## src/rtl/gelato_arb_pkg.sv

```systemverilog
// Shared types and helpers for the gelato FIFO write-port arbiter.
// Provides the arbiter state encoding and a wrap-around index increment.
package gelato_arb_pkg;

  typedef enum logic {
    IDLE   = 1'b0,
    LOCKED = 1'b1
  } arb_state_e;

  // Returns idx+1, wrapping to 0 at n.
  function automatic int unsigned mod_inc(input int unsigned idx, input int unsigned n);
    return (idx + 1 >= n) ? 0 : idx + 1;
  endfunction

endpackage

```

## src/rtl/gelato_rr_picker.sv

```systemverilog
// Combinational round-robin picker: finds the first set request at or after ptr, wrapping.
// Reusable by any arbiter that keeps its own rotating pointer.
module gelato_rr_picker #(
  parameter int N   = 4,
  parameter int IDW = $clog2(N)
) (
  input  logic [N-1:0]   req,
  input  logic [IDW-1:0] ptr,
  output logic           found,
  output logic [IDW-1:0] idx
);

  logic [2*N-1:0] dbl;
  logic [2*N-1:0] mask;
  logic [2*N-1:0] masked;

  // The lower copy only sees requests at or above ptr; the upper copy supplies the wrap.
  always_comb begin
    // NOTE: every variable gets a default first so no path leaves it unassigned (no latch).
    dbl    = {req, req};
    mask   = '0;
    found  = 1'b0;
    idx    = '0;
    for (int i = 0; i < 2 * N; i++) begin
      mask[i] = (i >= N) || (i >= int'(ptr));
    end
    masked = dbl & mask;
    for (int i = 0; i < 2 * N; i++) begin
      if (!found && masked[i]) begin
        found = 1'b1;
        idx   = IDW'((i >= N) ? i - N : i);
      end
    end
  end

endmodule

```

## src/rtl/gelato_fifo_arbiter.sv

```systemverilog
// Round-robin arbiter sharing one FIFO write port among NUM_REQ requesters,
// holding the port for bursts of up to MAX_BURST beats so bursts stay contiguous.
module gelato_fifo_arbiter
  import gelato_arb_pkg::*;
#(
  parameter int  NUM_REQ   = 4,
  parameter int  MAX_BURST = 4,
  parameter type T         = logic,
  parameter int  IDW       = $clog2(NUM_REQ)
) (
  input  logic               clk,
  input  logic               rst,
  input  logic [NUM_REQ-1:0] req_valid,
  input  T                   req_data [NUM_REQ],
  input  logic [NUM_REQ-1:0] req_last,
  output logic [NUM_REQ-1:0] req_ready,
  output logic               out_valid,
  output T                   out_data,
  input  logic               out_ready,
  output logic [IDW-1:0]     grant_id,
  output logic               busy
);

  localparam int            CW       = $clog2(MAX_BURST + 1);
  localparam logic [CW-1:0] LAST_CNT = CW'(MAX_BURST - 1);

  arb_state_e     state;
  arb_state_e     state_nxt;
  logic [IDW-1:0] owner;
  logic [IDW-1:0] rr_ptr;
  logic [CW-1:0]  beat_cnt;

  logic [IDW-1:0] winner;
  logic [IDW-1:0] g;
  logic           found;
  logic           beat;
  logic           terminal;

  function automatic logic [IDW-1:0] next_idx(input logic [IDW-1:0] i);
    return IDW'(mod_inc(32'(i), NUM_REQ));
  endfunction

  gelato_rr_picker #(
    .N   (NUM_REQ),
    .IDW (IDW)
  ) u_picker (
    .req   (req_valid),
    .ptr   (rr_ptr),
    .found (found),
    .idx   (winner)
  );

  assign g        = (state == LOCKED) ? owner : winner;
  assign beat     = out_valid && out_ready;
  assign terminal = beat && (req_last[g] || (beat_cnt == LAST_CNT));

  // State register.
  always_ff @(posedge clk or posedge rst) begin
    // NOTE: sequential state uses non-blocking assignments so every flop samples pre-edge values.
    if (rst) state <= IDLE;
    else     state <= state_nxt;
  end

  // Next state: in IDLE any presented beat that does not end the grant locks it,
  // including a stall, so the grant cannot move while data is on the port.
  always_comb begin
    state_nxt = state;
    case (state)
      IDLE:    if (found && !terminal) state_nxt = LOCKED;
      LOCKED:  if (terminal)           state_nxt = IDLE;
      default: state_nxt = IDLE;
    endcase
  end

  // Owner, round-robin pointer and burst beat counter.
  always_ff @(posedge clk or posedge rst) begin
    if (rst) begin
      owner    <= '0;
      rr_ptr   <= '0;
      beat_cnt <= '0;
    end else begin
      case (state)
        IDLE: begin
          if (terminal) begin
            rr_ptr <= next_idx(winner);
          end else if (found) begin
            owner <= winner;
            if (beat) beat_cnt <= CW'(1);
          end
        end
        LOCKED: begin
          if (terminal) begin
            rr_ptr   <= next_idx(owner);
            beat_cnt <= '0;
          end else if (beat) begin
            beat_cnt <= beat_cnt + CW'(1);
          end
        end
        default: ;
      endcase
    end
  end

  // Outputs: the data path is purely combinational; control outputs are forced low during reset.
  always_comb begin
    out_valid = 1'b0;
    req_ready = '0;
    grant_id  = '0;
    busy      = 1'b0;
    out_data  = req_data[g];
    if (!rst) begin
      grant_id = g;
      busy     = (state == LOCKED);
      if (state == LOCKED) begin
        out_valid        = req_valid[owner];
        req_ready[owner] = out_ready;
      end else if (found) begin
        out_valid         = 1'b1;
        req_ready[winner] = out_ready;
      end
    end
  end

endmodule

```

## config.mk

```make
export PLATFORM = sky130hd
export DESIGN_NAME = gelato_fifo_arbiter
export DESIGN_NICKNAME = d
export VERILOG_FILES = /design/src/rtl/gelato_arb_pkg.sv /design/src/rtl/gelato_rr_picker.sv /design/src/rtl/gelato_fifo_arbiter.sv
export SDC_FILE = /design/constraint.sdc
export NUM_CORES = 1
export LEC_CHECK = 0
export ABC_AREA = 1
export CAP_MARGIN = 40
export CORE_MARGIN = 3
export CORE_UTILIZATION = 45
export DETAILED_ROUTE_END_ITERATION = 10
export PLACE_DENSITY = 0.74
export SYNTH_ARGS = -nofsm -noshare
export SYNTH_HDL_FRONTEND = slang
export SYNTH_SLANG_ARGS = --single-unit
```

## constraint.sdc

```tcl
create_clock -name clk -period 4.6 [get_ports clk]
set_input_delay 0.46 -clock clk [delete_from_list [all_inputs] [get_ports clk]]
set_output_delay 0.46 -clock clk [all_outputs]
set_load 0.02 [all_outputs]
```

==> impl_results.md <==
- Critical Path Slowest Stage Cell: clkdlybuf4s50_1
- #FFs+latches synth: 8
- Drt drc: 0
- Worst setup path class: in2out
- CTS Buffer Depth: 2
- Die ar.: between 2000 and 3000 µm²
- Gate Count Post-Synth: 139
- Vias/cell: 5.19
- Worst Path Arrival: ~2.7 ns
- Crit path max fanout: 4
- Final Max Slew Viols: 0
- CTS buffer count: 3
- RSZ-0062 raised after global routing: false
- Antenna-violating nets left: 0
- Layout Utilization: 62.5%
- Die Wd: approximately 53 µm
- Routed vias: slightly below 1000
- Hold buffers post-CTS: 0
- Worst Hold Slack: around 0.48 ns
- Number of global-route vias before repair: roughly 960
- Pin count of the biggest net entering global routing: 13
- Maximum clock frequency: 316 MHz
- Overall power: around 650 µW
- Buffers & Inverters on Critical Path: 3
- CTS tree: built
- Number of I/O pins: 24
- Max VDD drop: roughly 0.31 mV
- Synthesized area: roughly 990 µm²
- First-pass iteration count of the detailed router: 4
- Finished Cell Area: approximately 1300 µm²
- Post-synthesis sequential area ratio: roughly a fifth
- Drt wl/cell: 12.3 µm
- Startpoint types: input pin
- Clk root buf: clkbuf_4
- Initial antenna violation count: 0
- Worst endpoint required time: just over 4 ns
- Fin nets: 191
- CTS sink cnt: 8
- Clock latency on the worst-skew pair: 0.26 ns
- Worst slew margin relative to its limit: about 70%
- Multi-input gate area: 706 µm²
- Placed instance area: between 1000 and 1500 µm²
- Hold Vio Cnt, Final: 0
- Max-cap violation count: 0
- GRT Residual Overflow: 0
- First-pass GRT wire length: slightly above 4000 µm
- Total wire length: around 2300 µm
- Final setup violating endpoints: 0
- Detailed placement HPWL: roughly 1900 µm
- Mean Syn Cell Area: 7.15 µm²
- Row cnt: 16
- Crit path capture type: output pin
- Syn-to-layout area delta: 27.2%
- Post-CTS sizing: 0
- Setup Buffers After CTS: 0
- Post-route setup TNS: 0 ns
- Period Utilization, post-route: just under 70%
- IO buf count: 23
- Post-Syn Nets: between 150 and 200
- Skew final: approximately 0.0067 ns
- Status: completed
- Die Ht: between 50 and 60 µm
- Fill count: 187
- Layout cell share with drive strength beyond 1: between 10% and 20%
- Cell variety after synth: 24
- CP top delay family: buffers and inverters
- Tmin final: between 3 and 4 ns
- CP max stage delay: about 0.63 ns
- GPL Wtd Cong: between 0.8 and 0.9
- CP Cell Sequence: clkdlybuf4s50_1, nand2_1, nand2_2, nor2_4, nand3_2, nand2_1, inv_1, ha_1, nand4_1, o21ai_0, clkdlybuf4s50_1
- Core area: 2020 µm²
- Synth warn: 0
- Detailed Route Iter0 Violations: 24
- Total track usage: a little under a fifth
- Slew @ Worst Pin: 0.420 ns
- Worst min-delay path class: reg2reg
- Clock-pin slew on the worst setup and hold paths: 0.05 ns
- CTS H-tree lvls: 1
- Leak pwr: between 0.0006 and 0.0007 µW
- Initial Utilization: between 40% and 50%
- Power Density: 513 nW/µm²
- Register area: roughly 200 µm²
- Diode count: 0
==> layer usage <==
metal	vias up	track usage, %	routed length, µm
met2	28	33.9	1120
met3	2	3.94	131
met5	-	0	0
met1	446	23.0	1060
li1	505	-	-
met4	0	4.26	12
==> logic make-up after synthesis <==
family	count (synthesis)	share of synthesized area, %
AO/OA/AOI/OAI	19	11.3
adder cells (fa/ha/maj)	12	15.1
buffers and inverters	22	8.81
flip-flops	8	20.2
multiplexers	1	1.01
AND/OR/NAND/NOR	77	43.6
==> state kept, by name, summed over array words and instances (netlist names) <==
| signal | flops |
|---|---|
| rr_ptr | 2 |
| state | 1 |
| owner | 2 |
| beat_cnt | 3 |
==> Yosys cell counts <==
| master | n | area, µm² |
|---|---|---|
| o21ai_0 | 7 | 35.0 |
| o2111ai_1 | 1 | 8.76 |
| o22ai_1 | 2 | 12.5 |
| nor3b_4 | 1 | 18.8 |
| nand4_1 | 6 | 37.5 |
| a21oi_1 | 3 | 15.0 |
| nand2_4 | 4 | 45.0 |
| nand3_4 | 1 | 17.5 |
| buf_2 | 1 | 5.00 |
| buf_1 | 1 | 3.75 |
| nand2_2 | 9 | 56.3 |
| nor2_4 | 1 | 11.3 |
| mux2i_1 | 1 | 10.0 |
| inv_1 | 18 | 67.6 |
| nor2_1 | 9 | 33.8 |
| inv_2 | 1 | 3.75 |
| buf_4 | 1 | 7.51 |
| nand3_2 | 4 | 40.0 |
| o21ai_2 | 3 | 26.3 |
| nand3_1 | 12 | 60.1 |
| ha_1 | 12 | 150 |
| o21ai_1 | 3 | 15.0 |
| dfrtp_1 | 8 | 200 |
| nand2_1 | 30 | 113 |
==> worst reg2reg max path, stage by stage (launching register included) <==
cell and delay, ns:
dfrtp_1 0.42, nor2_1 0.10, nand2_1 0.09, nand2_2 0.09
nor2_4 0.04, nand3_1 0.08, nand2_2 0.12, o21ai_2 0.27
nand3_2 0.12, nand2_2 0.09, nand2_2 0.07, nand2_4 0.09
nand2_4 0.07, nand2_1 0.07, o21ai_2 0.05
==> area by class of cell <==
class	count	share of cell area (%)
Sequential cell	8	15.8
Clock buffer	3	1.78
Multi-Input combinational cell	109	55.8
Timing Repair Buffer	23	18.2
Inverter	19	5.64
Tap cell	27	2.67
==> cells in the final DEF, fill, tap and decap left out, types with 4 or more instances in the layout <==
cell type	n
nand2_2	9
clkdlybuf4s50_1	23
nand2_4	4
nand2_1	30
nor2_1	9
nand3_2	4
nand4_1	6
o21ai_0	7
nand3_1	12
ha_1	12
inv_1	18
dfrtp_1	8
==> where the power goes <==
group / total [µW] / switching [µW] / leakage (µW) / internal, µW
Sequential: 142 / 43.4 / 0.000101 / 99.0
Combinational: 453 / 277 / 0.000523 / 176
Clock: 52.9 / 23.1 / 0.0000138 / 29.8
==> stage by stage <==
stage	instances	setup slack, ns
after global routing	189	1.28
after floorplan	139	2.44
after detailed placement	186	1.44
after CTS	189	1.41
final	189	1.44
after global placement	186	1.46
==> path summary, 6_finish.rpt <==
kind                              start            to  slack (ns)  cells after the start
max                        req_valid[1]  req_ready[2]        1.44                     11
min                         beat_cnt[1]   beat_cnt[1]        0.48                      2
max reg2reg                   rr_ptr[1]      owner[1]        2.71                     14
min reg2reg                 beat_cnt[1]   beat_cnt[1]        0.48                      2
max in group asynchronous           rst      owner[0]        3.56                      2
min in group asynchronous           rst   beat_cnt[2]        0.74                      2
(Power assumes the default switching activity.)
